### config.mk
export PLATFORM = sky130hd
export DESIGN_NAME = pwm_deadtime_gen
export DESIGN_NICKNAME = d
export VERILOG_FILES = /design/src/rtl/pwm_deadtime_gen.sv
export SDC_FILE = /design/constraint.sdc
export NUM_CORES = 1
export LEC_CHECK = 0
export ABC_AREA = 1
export CAP_MARGIN = 20
export CORE_MARGIN = 2
export CORE_UTILIZATION = 58
export CTS_CLUSTER_DIAMETER = 200
export DETAILED_ROUTE_END_ITERATION = 12
export PLACE_DENSITY_LB_ADDON = 0.12
export SYNTH_ARGS = -nofsm -noshare
export SYNTH_HDL_FRONTEND = slang
export SYNTH_SLANG_ARGS = --single-unit
### constraint.sdc
create_clock -name clk_sys -period 1.8 [get_ports clk_sys]
set_input_delay 0.27 -clock clk_sys [delete_from_list [all_inputs] [get_ports clk_sys]]
set_output_delay 0.27 -clock clk_sys [all_outputs]
set_load 0.03 [all_outputs]
### src/rtl/pwm_deadtime_gen.sv
// Three-phase complementary gate driver with programmable dead time on every edge.
// Optional fault latch is compiled in when PWM_FAULT_LATCH_EN is defined.
module pwm_deadtime_gen #(
  parameter int DT_WIDTH = 8
) (
  input  logic                clk_sys,
  input  logic                rstb,
  input  logic                enable,
  input  logic [DT_WIDTH-1:0] dead_cycles,
  input  logic                pwmA_in,
  input  logic                pwmB_in,
  input  logic                pwmC_in,
`ifdef PWM_FAULT_LATCH_EN
  input  logic                fault_n,
  input  logic                fault_clr,
  output logic                fault_latch,
`endif
  output logic                ah,
  output logic                al,
  output logic                bh,
  output logic                bl,
  output logic                ch,
  output logic                cl,
  output logic                busy
);

  typedef enum logic [2:0] {
    S_OFF     = 3'd0,
    S_LO      = 3'd1,
    S_DEAD_LH = 3'd2,
    S_HI      = 3'd3,
    S_DEAD_HL = 3'd4
  } phase_state_t;

  localparam int                NPH     = 3;
  localparam logic [DT_WIDTH-1:0] CNT_ONE = DT_WIDTH'(1);

  logic [NPH-1:0] pwm_vec;
  logic [NPH-1:0] h_vec;
  logic [NPH-1:0] l_vec;
  logic [NPH-1:0] dead_next_vec;
  logic           drive_en;
  logic           busy_reg;

  assign pwm_vec = {pwmC_in, pwmB_in, pwmA_in};

`ifdef PWM_FAULT_LATCH_EN
  logic fault_latch_reg;

  // A fault sampled this edge wins over a simultaneous clear request.
  always_ff @(posedge clk_sys or negedge rstb) begin
    if (!rstb) begin
      fault_latch_reg <= 1'b0;
    end else if (!fault_n) begin
      fault_latch_reg <= 1'b1;
    end else if (fault_clr) begin
      fault_latch_reg <= 1'b0;
    end
  end

  assign drive_en    = enable && fault_n && !fault_latch_reg;
  assign fault_latch = fault_latch_reg;
`else
  assign drive_en = enable;
`endif

  for (genvar gi = 0; gi < NPH; gi++) begin : g_phase
    phase_state_t        state_reg, state_next;
    logic [DT_WIDTH-1:0] cnt_reg, cnt_next;
    logic                h_reg, l_reg;

    always_comb begin
      state_next = state_reg;
      cnt_next   = cnt_reg;
      if (!drive_en) begin
        state_next = S_OFF;
        cnt_next   = '0;
      end else begin
        case (state_reg)
          S_OFF: begin
            state_next = pwm_vec[gi] ? S_DEAD_LH : S_DEAD_HL;
            cnt_next   = dead_cycles;
          end
          S_LO: begin
            if (pwm_vec[gi]) begin
              state_next = S_DEAD_LH;
              cnt_next   = dead_cycles;
            end
          end
          S_HI: begin
            if (!pwm_vec[gi]) begin
              state_next = S_DEAD_HL;
              cnt_next   = dead_cycles;
            end
          end
          S_DEAD_LH: begin
            if (!pwm_vec[gi]) begin
              state_next = S_LO;
              cnt_next   = '0;
            end else if (cnt_reg <= CNT_ONE) begin
              state_next = S_HI;
              cnt_next   = '0;
            end else begin
              cnt_next = cnt_reg - CNT_ONE;
            end
          end
          S_DEAD_HL: begin
            if (pwm_vec[gi]) begin
              state_next = S_HI;
              cnt_next   = '0;
            end else if (cnt_reg <= CNT_ONE) begin
              state_next = S_LO;
              cnt_next   = '0;
            end else begin
              cnt_next = cnt_reg - CNT_ONE;
            end
          end
          default: begin
            state_next = S_OFF;
            cnt_next   = '0;
          end
        endcase
      end
    end

    // Gates are decoded from the next state so they line up with the state register.
    always_ff @(posedge clk_sys or negedge rstb) begin
      if (!rstb) begin
        state_reg <= S_OFF;
        cnt_reg   <= '0;
        h_reg     <= 1'b0;
        l_reg     <= 1'b0;
      end else begin
        state_reg <= state_next;
        cnt_reg   <= cnt_next;
        h_reg     <= (state_next == S_HI);
        l_reg     <= (state_next == S_LO);
      end
    end

    assign h_vec[gi]         = h_reg;
    assign l_vec[gi]         = l_reg;
    assign dead_next_vec[gi] = (state_next == S_DEAD_LH) || (state_next == S_DEAD_HL);

    a_no_shoot_through: assert property (@(posedge clk_sys) disable iff (!rstb) !(h_reg && l_reg));
  end

  always_ff @(posedge clk_sys or negedge rstb) begin
    if (!rstb) begin
      busy_reg <= 1'b0;
    end else begin
      busy_reg <= |dead_next_vec;
    end
  end

  assign ah   = h_vec[0];
  assign al   = l_vec[0];
  assign bh   = h_vec[1];
  assign bl   = l_vec[1];
  assign ch   = h_vec[2];
  assign cl   = l_vec[2];
  assign busy = busy_reg;

endmodule

; After elaboration in Yosys (flattened, before gate mapping)
; Cells that the tools add are included.
[totals]
out_inout_bits = 7
mem_bits_rw = 0
elab_cells = 107
regBits = 40
in_bits = 14
latchBits = 0
mem_count = 0
romBits = 0
[classes]
n_eq_ne = 30
mux = 48
n_shift = 0
magnitude_cmp = 3
add_sub_neg = 3
bitwise = 0
multipliers = 0
div_mod_pow = 0
reduce_logical = 10
[ops]
columns = op, n
row1 = two-way mux 8 bit, 18
row2 = one-hot mux 8 bit (5 select lines), 3
row3 = two-way mux 3 bit, 24
row4 = one-hot mux 3 bit (5 select lines), 3
row5 = == test 3 x 2 -> 1 bit (second input constant), 12
row6 = <= comparator 8 x 1 -> 1 bit (second input constant), 3
row7 = subtractor 8 x 1 -> 8 bit (second input constant), 3
row8 = == test 3 x 1 -> 1 bit (second input constant), 6
row9 = == test 3 bit (second input constant), 6
row10 = != test 3 bit (second input constant), 6
row11 = zero test 3 bit, 3
row12 = AND reduction 2 bit, 3
row13 = logical OR 1 bit, 3
row14 = OR reduction 3 bit, 1

; Logic depth before layout (Yosys ltp)
; Gate-level depths: netlist of run 1.
[logic_depth]
depth_word = 8
ltp_mapped = 11
depth_no_buf = 11

; Worst setup path after synthesis of run 1
; No wires, ideal clock.
[synth_timing]
path_type = register to register
startpoint = register g_phase[1].cnt_reg[0]
endpoint = register busy_reg (netlist: busy)
n_path_buf = 0
t_required_ps = 1676
slack_ps = 341
path_stages_with_launch = 12
period_less_slack_ps = 1459
setup_ps = 124
arrival_ps = 1336
cell_sequence = dfrtp_1 > inv_1 > ha_1 > nor2_1 > nor2_1 > nand2_2 > nand3_1 > nand2_1 > nand3_1 > nand2_1 > nand2_1 > nand3_1
[synth_via]
elab_chain_len = 8
word_cells_on_any_way = 11
cone_classes = order compare (1) / eq/ne (2) / mux (6) / reduce/logical (2)
[synth_rtl]
columns = element, line
row1 = start: declaration, 69  ; logic [DT_WIDTH-1:0] cnt_reg, cnt_next;
row2 = start signal: assignment, 135  ; cnt_reg <= cnt_next;
row3 = <= comparator 8 x 1 -> 1 bit *, "100, 111"
row4 = "two-way mux 3 bit, on equally long branches", "111, 100"
row5 = "two-way mux 3 bit, on equally long branches", "108, 97"
row6 = one-hot mux 3 bit (5 select lines) *, 79  ; case (state_reg)
row7 = two-way mux 3 bit *, 75  ; if (!drive_en) begin
row8 = == test 3 x 2 -> 1 bit or == test 3 bit (tied branches), 143  ; assign dead_next_vec[gi] = (state_next == S_DEAD_LH) || (state_next == S_DEAD_HL);
row9 = logical OR 1 bit *, 143
row10 = OR reduction 3 bit *, 152  ; busy_reg <= |dead_next_vec;
row11 = end signal: assignment, 152
row12 = end: declaration, 43  ; logic busy_reg;
; Every way passes the cells marked *; elsewhere a longest branch is shown, timed or not.
; A chain may end at the register's enable or synchronous reset.

; Worst setup path in the final report of run 1
; Ends and elaborated chain as after synthesis.

==> key figures, run 1 <==
Outcome
  • Status: complete, no violations

Pwr
  • Leak: 1.57 nW
  • Logic pwr share: 0.347
  • Sw frac: 0.355
  • Peak supply drop: roughly 0.8 mV
  • Internal: approximately 1.8 mW
  • Switching power: a little under 1 mW
  • Reg power frac: 0.395
  • PwrDens: 957 mW/mm^2
  • Clock Power Share: 0.258

STA
  • Tmin final: ~1.6 ns
  • Fmax: just over 0.6 GHz
  • Fin crit share: 0.917
  • Final Hold Viols: 0
  • Worst hold margin: roughly 0.019 ns
  • RSZ-0062 raised after global routing: no
  • Slew @ Worst Pin: roughly 0.51 ns
  • Worst slew margin: 0.658
  • Worst Skew: about 0.011 ns
  • Finish-stage setup viols: 0
  • Pins Over Slew Limit: 0
  • Final TNS setup: 0 ns

CTS
  • Deepest clock path buffer count: 2
  • Cts bufs inserted: 5
  • Clock transition at the registers of the reported paths: 0.08 ns
  • Cts hold-fix bufs: 0
  • Root buffer cell: clkbuf_8
  • CTS tree: built
  • Clock H-tree levels: 2
  • Clock Sinks: 40
  • Worst-skew pair later-pin latency: 0.30 ns

Floorplan
  • Chip width: between 70 and 80 um
  • Starting Density: 0.590
  • Rows: 24
  • CORE AREA: between 0.004 and 0.005 mm^2
  • IO Count: 21
  • Die ar.: 0.00492 mm^2
  • Die Ht: around 70 um

Synth
  • Netlist cell types: 28
  • Netlist Area Pre-Place: 0.00253 mm^2
  • Post-synth EDFFs: 0
  • Simple-Gate Fraction of Synth Area: 0.318
  • Net Count, Synth: 369
  • Post-synth top flop: dfrtp_1
  • Largest family of logic cells by synthesized area: simple AND/OR/NAND/NOR gates
  • Cell count after synthesis: 349
  • XOR/XNOR share of the synthesized area: 0.0587
  • Post-synthesis compound-gate area fraction: 0.101
  • Number of synthesized register bits: 40
  • Synth warn: 0
  • Adder-cell share of the synthesized area: 0.0296
  • Syn_area_per_cell: 7.26 um^2
  • Mux cell area share after synthesis: 0
  • FFs w/ async S/R, synth: 1.00
  • Sequential fraction of the synthesis area: 0.395

Cells and area
  • Final instance area: 0.00291 mm^2
  • Layout Nets: between 300 and 400
  • Layout area overhead: 14.8%
  • Share of cells above drive strength 1: 0.122
  • Commonest non-fill, non-tap cell in the layout: nand2_1
  • Flip-flop count of the largest register after layout: 24
  • Final core utilization: 0.677
  • Most frequent cells in the layout: nand2_1 (96), inv_1 (49), dfrtp_1 (40)
  • Ant diodes: 0
  • Non-filler cells, final: 430

Routing
  • Wirelength per Cell: between 10 and 15 um
  • Via count: between 2,000 and 2,500
  • Post-Route WL: about 5.3 mm
  • Pre-antenna DRT Iters: 4
  • Antenna-violating nets left: 0
  • Iteration-0 DRC Markers: approximately 140
  • Vias per inst: a little over 5
  • DRC: 0

Placed design
  • GP Congestion: around 0.86
  • Buffers on Ports: 20
  • DP Area: approximately 0.0028 mm^2
  • Hpwl dp: around 3.8 mm
  • DP Cell Count: 422

Worst setup path
  • Worst EP required: between 1.5 and 2 ns
  • Setup crit start kind: flip-flop
  • Slowest CP cell: dfrtp_1
  • Crit path buffers/inverters: 1
  • Largest delay share family, worst path: simple AND/OR/NAND/NOR gates
  • Critical path class: flip-flop to flip-flop
  • Crit path max fanout: 4
  • Critical Path End Type: flip-flop
  • Critical path cell sequence: inv_1 -> ha_1 -> nor2_1 -> nor2_1 -> nand2_2 -> nand3_1 -> nand2_1 -> nand3_1 -> nand2_1 -> nand2_1 -> nand3_1
  • CP max stage delay: about 0.43 ns
  • Worst Path Arrival: approximately 1.8 ns

GRT
  • All-Layer GR Usage: 0.237
  • Vias in the first global route: ~2,100
  • Grt ovf: 0
  • First-pass GRT wire length: 9.32 mm
  • Antenna violations before repair: 0
  • Largest net degree at the start of global routing: a little over 40

Min path
  • Hold Path Class: primary input to async pin

Flow run
  • Max Cap Viol: 0
[repair_timing]
action                                  in CTS  in global routing
gates resized for setup                      0                  1
endpoints found under the setup margin       0                  1
buffers inserted                             0                  0
[power groups by stage]
stage	clock network (mW)	logic (mW)	registers, mW
2_1_floorplan	0	0.715	1.13
6_report	0.718	0.966	1.10
4_1_cts	0.746	0.967	1.10
5_1_grt	0.774	1.10	1.12
3_3_place_gp	0	0.946	1.11
3_5_place_dp	0	0.957	1.12
[layer usage]
layer	GRT usage	part of all wire	vias up
met3	0.0418	0.046	6
met4	0.0748	0.0093	0
met5	0	0	-
met1	0.337	0.48	975
li1	-	-	1155
met2	0.368	0.46	56
[cells in the mapped netlist, types with 2 or more instances]
| cell | n | share of area |
|---|---|---|
| nand2_1 | 96 | 0.14 |
| inv_1 | 49 | 0.073 |
| dfrtp_1 | 40 | 0.39 |
| nor2_1 | 33 | 0.049 |
| o22ai_1 | 20 | 0.049 |
| o21ai_1 | 19 | 0.038 |
| nand3_1 | 18 | 0.036 |
| inv_2 | 14 | 0.021 |
| xor2_1 | 12 | 0.041 |
| nand2_2 | 8 | 0.020 |
| ha_1 | 6 | 0.030 |
| nand4_1 | 5 | 0.012 |
| nor2_2 | 5 | 0.012 |
| xnor2_1 | 5 | 0.017 |
| a21oi_1 | 3 | 0.0059 |
| nand3_4 | 2 | 0.014 |
| nor2_4 | 2 | 0.0089 |
| nor3_1 | 2 | 0.0039 |
[through the flow]
| step | worst slack, ns | power [mW] |
|---|---|---|
| after floorplan | 0.341 | 1.84 |
| after global placement | 0.115 | 2.06 |
| after detailed placement | 0.111 | 2.07 |
| after CTS | 0.146 | 2.81 |
| after global routing | 0.00724 | 2.99 |
| final | 0.150 | 2.79 |
[cell type report]
class | instances | area (um^2)
clock inverter | 2 | 35.0
clock buffer | 6 | 72.6
sequential | 40 | 1000
fill | 386 | 1390
timing repair buffer | 22 | 210
inverter | 63 | 236
tap | 52 | 65.1
multi-input combinational | 245 | 1290
[path summary, 6_finish.rpt]
kind / end / start / depth (start not counted) / slack [ns]
min reg2reg: g_phase[2].cnt_reg[7]$_DFFE_PN0P_ / g_phase[2].cnt_reg[7]$_DFFE_PN0P_ / 2 / 0.49
max in group asynchronous: g_phase[1].state_reg[1]$_DFF_PN0_ / rstb / 2 / 1.41
max reg2reg: busy$_DFF_PN0_ / g_phase[1].cnt_reg[0]$_DFFE_PN0P_ / 11 / 0.15
max: busy$_DFF_PN0_ / g_phase[1].cnt_reg[0]$_DFFE_PN0P_ / 11 / 0.15
min: g_phase[0].cnt_reg[1]$_DFFE_PN0P_ / rstb / 2 / 0.02
min in group clk_sys: g_phase[2].cnt_reg[7]$_DFFE_PN0P_ / g_phase[2].cnt_reg[7]$_DFFE_PN0P_ / 2 / 0.49
[logic make-up after synthesis]
family | count (synthesis)
buffers and inverters | 64
xor gates and xnor gates | 17
DFF | 40
adders and majority gates | 6
AOI/OAI and AO/OA | 45
and+or+nand+nor | 177
Power figures use the tool's default switching activity.
==> run 2: changes to the inputs <==
- CORE_UTILIZATION: 58 -> 60
- CTS_CLUSTER_DIAMETER: 200 -> unset
- DONT_BUFFER_PORTS: unset -> 1
- TNS_END_PERCENT: unset -> 5
==> key figures, run 2 (synthesis gave the netlist of run 1 again) <==
GRT
  • Grt ovf: 0 (unchanged)
  • All-Layer GR Usage: 0.240 (was 0.237)
  • First-pass GRT wire length: 9.40 mm (was 9.32 mm)
  • Largest net degree at the start of global routing: 41 (unchanged)
  • Vias in the first global route: 2,142 (was 2,077)
  • Antenna violations before repair: 0 (unchanged)

Placed design
  • DP Area: 0.00259 mm^2 (was 0.00280 mm^2)
  • DP Cell Count: 398 (was 422)
  • Buffers on Ports: 0 (was 20)
  • Setup WS pre-CTS: 0.173 ns (was 0.111 ns)
  • GP Congestion: 0.838 (was 0.860)
  • Hpwl dp: 3.99 mm (was 3.85 mm)

Routing
  • Via count: 2,213 (was 2,192)
  • Pre-antenna DRT Iters: 4 (unchanged)
  • Post-Route WL: 5.37 mm (was 5.29 mm)
  • Antenna-violating nets left: 0 (unchanged)
  • Vias per inst: 5.44 (was 5.10)
  • Iteration-0 DRC Markers: 177 (was 143)
  • DRC: 0 (unchanged)
  • Wirelength per Cell: 13.2 um (was 12.3 um)

Worst setup path
  • Critical path cell sequence: inv_1 -> ha_1 -> nor2_1 -> nor2_1 -> nand2_2 -> nand3_1 -> nand2_1 -> nand3_1 -> nand2_1 -> nand2_1 -> nand3_1 (unchanged)
  • Setup crit start kind: flip-flop (unchanged)
  • Critical Path End Type: flip-flop (unchanged)
  • Worst EP required: 1.98 ns (about the same)
  • Worst Path Arrival: 1.79 ns (was 1.83 ns)
  • Largest delay share family, worst path: simple AND/OR/NAND/NOR gates (unchanged)
  • Crit path max fanout: 4 (unchanged)
  • Critical path class: flip-flop to flip-flop (unchanged)
  • Crit path buffers/inverters: 1 (unchanged)
  • Slowest CP cell: dfrtp_1 (unchanged)
  • CP max stage delay: 0.37 ns (was 0.43 ns)

Floorplan
  • Rows: 23 (was 24)
  • Starting Density: 0.629 (was 0.590)
  • CORE AREA: 0.00403 mm^2 (was 0.00429 mm^2)
  • IO Count: 21 (unchanged)
  • Die ar.: 0.00476 mm^2 (was 0.00492 mm^2)
  • Chip width: 69 um (was 70.1 um)
  • Die Ht: 69 um (was 70.1 um)

STA
  • Pins Over Slew Limit: 0 (unchanged)
  • Worst hold margin: 0.128 ns (was 0.0189 ns)
  • Worst slew margin: 0.805 (was 0.658)
  • Slew @ Worst Pin: 0.291 ns (was 0.514 ns)
  • Tmin final: 1.61 ns (was 1.65 ns)
  • Final TNS setup: 0 ns (unchanged)
  • Final Hold Viols: 0 (unchanged)
  • Fmax: 0.620 GHz (was 0.606 GHz)
  • Finish-stage setup viols: 0 (unchanged)
  • Fin crit share: 0.896 (was 0.917)
  • Worst Skew: 0.0111 ns (was 0.0114 ns)
  • RSZ-0062 raised after global routing: no (unchanged)
  • Setup ws final: 0.187 ns (was 0.150 ns)

CTS
  • Root buffer cell: clkbuf_8 (unchanged)
  • Clock Sinks: 40 (unchanged)
  • CTS tree: built (unchanged)
  • Worst-skew pair later-pin latency: 0.29 ns (was 0.30 ns)
  • Cts bufs inserted: 5 (unchanged)
  • Post-CTS Setup Repair Bufs: 0 (unchanged)
  • Clock H-tree levels: 2 (unchanged)
  • Deepest clock path buffer count: 2 (unchanged)
  • Clock transition at the registers of the reported paths: 0.08 ns (about the same)

Pwr
  • Peak supply drop: 0.536 mV (was 0.796 mV)
  • Leak: 1.48 nW (was 1.57 nW)
  • PwrDens: 957 mW/mm^2 (about the same)

Outcome
  • Status: complete, no violations (unchanged)

Cells and area
  • Share of cells above drive strength 1: 0.129 (was 0.122)
  • Most frequent cells in the layout: nand2_1 (96), inv_1 (47), dfrtp_1 (40) (was nand2_1 (96), inv_1 (49), dfrtp_1 (40))
  • Non-filler cells, final: 407 (was 430)
  • Flip-flop count of the largest register after layout: 24 (unchanged)
  • Final instance area: 0.00270 mm^2 (was 0.00291 mm^2)
  • Ant diodes: 0 (unchanged)
  • Layout Nets: 377 (was 397)
  • Layout area overhead: 6.47% (was 14.8%)
  • Multi-input combinational cell area: 0.00129 mm^2 (about the same)
  • Register area: 0.00100 mm^2 (unchanged)
  • Commonest non-fill, non-tap cell in the layout: nand2_1 (unchanged)
  • Fill cell count: 392 (was 386)

Min path
  • Hold Path Class: primary input to flip-flop (was primary input to async pin)

Flow run
  • Max Cap Viol: 0 (unchanged)
-- run 2: metal layers --
| layer | wire [um] | GRT usage |
|---|---|---|
| met5 | 0 | 0 |
| met4 | 68 | 0.0632 |
| met3 | 259 | 0.0556 |
| met2 | 2560 | 0.390 |
| met1 | 2480 | 0.324 |
-- run 2: path summary, 6_finish.rpt --
path	from	end	slack (ns)	depth (start not counted)
setup / recovery	g_phase[1].cnt_reg[1]$_DFFE_PN0P_	busy$_DFF_PN0_	0.19	11
hold / removal	enable	g_phase[0].state_reg[2]$_DFF_PN0_	0.13	2
min in group asynchronous	rstb	g_phase[1].cnt_reg[2]$_DFFE_PN0P_	0.43	2
max in group asynchronous	rstb	bh$_DFF_PN0_	1.15	2
setup reg to reg	g_phase[1].cnt_reg[1]$_DFFE_PN0P_	busy$_DFF_PN0_	0.19	11
hold reg to reg	g_phase[2].cnt_reg[7]$_DFFE_PN0P_	g_phase[2].cnt_reg[7]$_DFFE_PN0P_	0.49	2
-- run 2: layout make-up --
| class | instances | area share |
|---|---|---|
| clock inverters | 1 | 0.00185 |
| flip-flops and latches | 40 | 0.371 |
| multi-input cells | 245 | 0.478 |
| clock buffers | 6 | 0.0269 |
| well taps | 50 | 0.0232 |
| inverters | 63 | 0.0876 |
| repair buffers | 2 | 0.0111 |
-- run 2: repair_timing --
action	in CTS	in global routing
hold buffers	2	0
endpoints found under the hold margin	40	0
endpoints found under the setup margin	0	1
gates resized for setup	0	4
-- run 2: worst reg2reg max path, delay by kind of cell, from the launching register on --
family / cells / cell delay (ns)
adders and majority gates: 1 / 0.26
DFF: 1 / 0.37
buffers and inverters: 1 / 0.12
and+or+nand+nor: 9 / 0.76
-- run 2: stage by stage --
step | utilization | power (mW)
after floorplan | - | 1.84
after global placement | 0.642 | 1.98
after detailed placement | 0.642 | 2.00
after CTS | 0.669 | 2.59
after global routing | 0.670 | 2.79
final | 0.670 | 2.58
-- run 2: power breakdown --
group | leakage (nW) | total (mW) | internal, mW | switching [mW]
Clock | 0.0410 | 0.558 | 0.264 | 0.294
Sequential | 0.530 | 1.13 | 1.00 | 0.129
Combinational | 0.912 | 0.891 | 0.340 | 0.552
Total | 1.48 | 2.58 | 1.61 | 0.975
==> run 3: changes to the inputs <==
- CORE_ASPECT_RATIO: unset -> 0.8
- PLACE_DENSITY: unset -> 0.76
- PLACE_DENSITY_LB_ADDON: 0.12 -> unset
- SETUP_SLACK_MARGIN: unset -> 0.4
==> key figures, run 3 (synthesis gave the netlist of run 1 again) <==
Outcome
  • Status: complete, no violations (unchanged)

CTS
  • Clock H-tree levels: 2 (unchanged)
  • Cts bufs inserted: 5 (unchanged)
  • Worst-skew pair later-pin latency: 0.29 ns (about the same)
  • Clock Sinks: 40 (unchanged)
  • CTS tree: built (unchanged)
  • Deepest clock path buffer count: 2 (unchanged)
  • Clock transition at the registers of the reported paths: 0.08 ns (about the same)
  • Root buffer cell: clkbuf_8 (unchanged)

Cells and area
  • Layout area overhead: 16.8% (was 6.47%)
  • Most frequent cells in the layout: nand2_1 (92), inv_1 (43), dfrtp_1 (40) (was nand2_1 (96), inv_1 (47), dfrtp_1 (40))
  • Commonest non-fill, non-tap cell in the layout: nand2_1 (unchanged)
  • Ant diodes: 0 (unchanged)
  • Flip-flop count of the largest register after layout: 24 (unchanged)
  • Non-filler cells, final: 424 (was 407)
  • Layout Nets: 386 (was 377)
  • Share of cells above drive strength 1: 0.221 (was 0.129)

STA
  • Fmax: 0.654 GHz (was 0.620 GHz)
  • Worst Skew: 0.00426 ns (was 0.0111 ns)
  • Slew @ Worst Pin: 0.299 ns (was 0.291 ns)
  • Final TNS setup: 0 ns (unchanged)
  • Finish-stage setup viols: 0 (unchanged)
  • Fin crit share: 0.850 (was 0.896)
  • Worst slew margin: 0.800 (was 0.805)
  • RSZ-0062 raised after global routing: yes (was no)
  • Worst hold margin: 0.103 ns (was 0.128 ns)
  • Final Hold Viols: 0 (unchanged)
  • Tmin final: 1.53 ns (was 1.61 ns)
  • Pins Over Slew Limit: 0 (unchanged)

Worst setup path
  • RR Startpoint: g_phase[2].cnt_reg[1]$_DFFE_PN0P_ (was g_phase[1].cnt_reg[1]$_DFFE_PN0P_)
  • Critical Path End Type: flip-flop (unchanged)
  • Worst EP required: 1.98 ns (about the same)
  • Worst Path Arrival: 1.71 ns (was 1.79 ns)
  • Critical path class: flip-flop to flip-flop (unchanged)
  • Crit path max fanout: 4 (unchanged)
  • Setup crit start kind: flip-flop (unchanged)
  • Crit path launch: g_phase[2].cnt_reg[1]$_DFFE_PN0P_ (was g_phase[1].cnt_reg[1]$_DFFE_PN0P_)

Routing
  • Wirelength per Cell: 14.0 um (was 13.2 um)
  • Antenna-violating nets left: 0 (unchanged)
  • Pre-antenna DRT Iters: 4 (unchanged)
  • Via count: 2,296 (was 2,213)
  • Iteration-0 DRC Markers: 96 (was 177)
  • Post-Route WL: 5.95 mm (was 5.37 mm)
  • DRC: 0 (unchanged)
  • Vias per inst: 5.42 (was 5.44)

Placed design
  • Hpwl dp: 3.98 mm (was 3.99 mm)
  • GP Congestion: 0.936 (was 0.838)
  • DP Cell Count: 405 (was 398)
  • Buffers on Ports: 0 (unchanged)

GRT
  • Vias in the first global route: 2,259 (was 2,142)
  • Busiest grt layer: met2 (unchanged)
  • Antenna violations before repair: 0 (unchanged)
  • Met3 Use GR: 0.0494 (was 0.0556)
  • Largest net degree at the start of global routing: 41 (unchanged)
  • GRT met1 Usage: 0.323 (was 0.324)
  • All-Layer GR Usage: 0.255 (was 0.240)
  • Met2 Use GR: 0.425 (was 0.390)
  • First-pass GRT wire length: 9.78 mm (was 9.40 mm)
  • Grt ovf: 0 (unchanged)

Floorplan
  • Chip width: 76.7 um (was 69 um)
  • Die ar.: 0.00476 mm^2 (about the same)
  • Starting Density: 0.614 (was 0.629)
  • Die Ht: 62.1 um (was 69 um)
  • IO Count: 21 (unchanged)
  • CORE AREA: 0.00413 mm^2 (was 0.00403 mm^2)
  • Rows: 21 (was 23)

Flow run
  • Max Cap Viol: 0 (unchanged)

Pwr
  • Logic pwr share: 0.353 (was 0.345)
  • Switching power: 1.08 mW (was 975 uW)
  • Clock Power Share: 0.268 (was 0.216)
  • Sw frac: 0.361 (was 0.377)
  • Total power: 3.00 mW (was 2.58 mW)
  • Reg power frac: 0.379 (was 0.439)
  • Peak supply drop: 0.621 mV (was 0.536 mV)
  • Leak: 1.59 nW (was 1.48 nW)
  • PwrDens: 1010 mW/mm^2 (was 957 mW/mm^2)
  • Internal: 1.92 mW (was 1.61 mW)

Min path
  • Hold Path Class: primary input to flip-flop (unchanged)
  • Launch point of the worst hold path: enable (unchanged)
==> run 3: path summary, 6_finish.rpt <==
path                                                      to  slack [ns]  depth (start not counted)
min                        g_phase[2].state_reg[0]$_DFF_PN0_        0.10                          2
max in group asynchronous                       bl$_DFF_PN0_        1.17                          2
max                                           busy$_DFF_PN0_        0.27                         11
max reg2reg                                   busy$_DFF_PN0_        0.27                         11
min reg2reg                g_phase[2].cnt_reg[7]$_DFFE_PN0P_        0.51                          2
min in group asynchronous  g_phase[1].cnt_reg[2]$_DFFE_PN0P_        0.44                          2
==> run 3: final cells by class <==
cell class	instances	area [um^2]
multi-input cells	245	1420
fillers	329	1160
flip-flops and latches	40	1000
inverters	63	236
repair buffers	11	101
clock buffers	7	96.3
well taps	57	71.3
clock inverters	1	30.0
==> run 3: stage by stage <==
stage / util / area, um^2 / worst slack [ns]
3_3_place_gp: 0.632 / 2610 / 0.218
4_1_cts: 0.695 / 2870 / 0.299
5_1_grt: 0.718 / 2960 / 0.156
3_5_place_dp: 0.632 / 2610 / 0.213
6_report: 0.718 / 2960 / 0.270
2_1_floorplan: - / 2550 / 0.379
==> run 3: per-layer routing <==
metal,vias to the layer above,share of wire
met5,-,0
met4,0,0.018
met3,13,0.047
met2,53,0.49
met1,1097,0.45
li1,1133,-
==> run 3: power groups by stage <==
stage	Sequential, mW	Clock (mW)	Combinational, mW
6_report	1.14	0.802	1.06
4_1_cts	1.13	0.820	0.956
2_1_floorplan	1.13	0	0.722
3_3_place_gp	1.15	0	0.832
3_5_place_dp	1.15	0	0.850
5_1_grt	1.15	0.854	1.18
==> run 3: repair_timing <==
action                                  CTS  global route
hold buffers                              2             0
endpoints found under the setup margin   35            35
gates cloned                              0             0
gates resized for setup                  15            16
pin swaps                                12            12
setup buffers                             6             3
hold endpoints to repair                 40             0
==> run 3: worst max-delay path, cell delays in order (launching register included) <==
cell     delay [ns]
dfrtp_1        0.40
inv_2          0.10
ha_2           0.17
nor2_1         0.05
nor2_1         0.13
nand2_2        0.13
nand3_2        0.09
nand2_1        0.07
nand3_2        0.09
nand2_2        0.08
nand2_2        0.07
nand3_1        0.06
==> RTL change: new RTL, flow settings as in run 3 <==
The option `PWM_FAULT_LATCH_EN` is turned on by a define.
--- a/src/rtl/pwm_deadtime_gen.sv
+++ b/src/rtl/pwm_deadtime_gen.sv
@@ -1,5 +1,7 @@
 // Three-phase complementary gate driver with programmable dead time on every edge.
 // Optional fault latch is compiled in when PWM_FAULT_LATCH_EN is defined.
+`define PWM_FAULT_LATCH_EN
+
 module pwm_deadtime_gen #(
   parameter int DT_WIDTH = 8
 ) (
Ports: changed (added fault_clr, fault_latch and fault_n); port bits go from 21 to 24. The function was not compared with the original's and may differ.
==> RTL change against run 3 <==
- routed wire length grew 6.1%
- setup slack got worse by 0.0021 ns
- maximum frequency decreased by 0.13%
- synthesized area rose by 5.8%
- sequential cell count grew 1
- non-clock buffer count grew 3
- largest cell class unchanged
- final area rose by 3.0%
- critical endpoint is now g_phase[2].cnt_reg[6]
- cell count rose by 6.1%
- die area increased by 5.5%
- highest routed layer unchanged
Power is not compared: it rests on default switching activity, and its combinational part moved more than twofold at a synthesized area within 25%.
==> RTL change: results (changes against run 3) <==
post-layout net count=414 (+7.3%); Synth area leaders=dfrtp_1 (38%), nand2_1 (16%), inv_1 (7.0%), nand3_1 (4.1%), nor2_1 (3.2%); Unique masters post-synth=29 (+3.6%); Top FF cell, synth=dfrtp_1; layout cells sized above 1=23.66% (+1.6 points); WL met3=446 microns (+59%); Total GRT Usage=27.43% (+1.9 points); vias per cell=5.429 (+0.25%); CP Launch Point=g_phase[2].cnt_reg[0]; Internal=0.001337 W; hold path depth=1 (-1); Hold Path Class=input pin to register; routed metal-1 wire length=2928 microns (+9.7%); met2 usage=42.84% (+0.30 points); crit path capture=g_phase[2].cnt_reg[6]; met3 Use GR=8.898% (+4.0 points); CTS Buf Count=5 (unchanged); Reg2Reg Depth=8 (-3); GPL Wtd Cong=0.8883 (-5.1%); depth of the CTS H-tree=2 (unchanged); drt first pass iters=6 (+2); clock-pin slew on the worst setup and hold paths=0.09 ns; final wirelength=6310 microns (+6.1%); Final Skew=0.009423 ns (+0.005159 ns); Detailed Place HPWL=4341 microns (+9.0%); status=finished, final reports clean; Highest Signal Layer=met4; asr flop ratio synth=100.0% (unchanged); P_clk=0.000610 W; worst-margin pin slew=0.2916 ns (-0.007808 ns); post-route insts no fill=450 (+6.1%); Clk Latency, worst-skew pair=0.30 ns; initial antenna violation count=0 (unchanged); number of global-route vias before repair=2435 (+7.8%); setup violators final=0 (unchanged); post-synthesis sequential area ratio=38.25% (-1.2 points); first-pass GRT wire length=10800 microns (+10%); DR iter-0 viols=298 (+210%); Worst Path Required=2.04 ns (+0.06 ns); clk buf depth=2 (unchanged); DP Cell Count=430 (+6.2%); met1 Usage GRT=35.38% (+3.1 points); Hold EP=fault_latch; CP Max Fanout=4 (unchanged); Met2 Wirelength=2760 microns (-4.5%); worst vdd ir=0.0006005 V; final-report hold violation count=0 (unchanged); Worst Hold Launch=fault_n; Mean Syn Cell Area=7.211 sq um (-0.72%); Synth top cells by count=nand2_1 (113), inv_1 (50), dfrtp_1 (41); pin count of the biggest net entering global routing=42 (+2.4%); port buffer count=0 (unchanged); Synth Net Count=394 (+6.8%)
==> RTL change: cell count changes in the layout (fill, tap and decap cells not counted), sizes merged, moves of 3 or more <==
cell	run 3	this run
nand3	21	30
nor3	2	5
o22ai	20	12
buf	10	13
inv	63	68
o21ai	21	26
xor2	12	9
nor2	40	32
nand2	104	124
a21oi	3	6
==> RTL change: cells by family after synthesis <==
logic type	Yosys count	share of synthesized area, %
XOR/XNOR	12	3.918
flip-flops	41	38.25
adder cells (fa/ha/maj)	6	2.798
AO/OA/AOI/OAI	45	9.608
AND/OR/NAND/NOR	199	35.73
buffers and inverters	69	9.701
==> RTL change: what timing repair did <==
item,in CTS,in global routing
pin swaps,8,4
setup endpoints to repair,34,34
resized for setup,16,5
setup buffers,8,2
hold endpoints to repair,41,0
hold buffers,2,0
==> RTL change: area by class of cell <==
class | instances | area [sq um]
Sequential cell | 41 | 1026
Tap cell | 57 | 71.32
Clock buffer | 6 | 72.57
Clock inverter | 2 | 15.01
Inverter | 68 | 255.2
Fill cell | 345 | 1182
Timing Repair Buffer | 14 | 120.1
Multi-Input combinational cell | 262 | 1488
==> RTL change: through the flow <==
step	setup WS (ns)	hold slack [ns]	cell area (sq um)
floorplan	0.4009	-0.02559	2690
global placement	0.2595	-0.02501	2771
detailed placement	0.2087	-0.02499	2771
CTS	0.3251	0.05257	3012
global route	0.1712	0.04922	3048
finish	0.2679	0.05327	3048
==> RTL change: worst max-delay path: stages (launching register included) <==
cell     delay (ns)
dfrtp_1        0.41
inv_2          0.10
ha_4           0.16
nand3_1        0.18
o31ai_2        0.28
nand3_1        0.12
o21ai_1        0.10
nand2_1        0.06
nand2_1        0.05
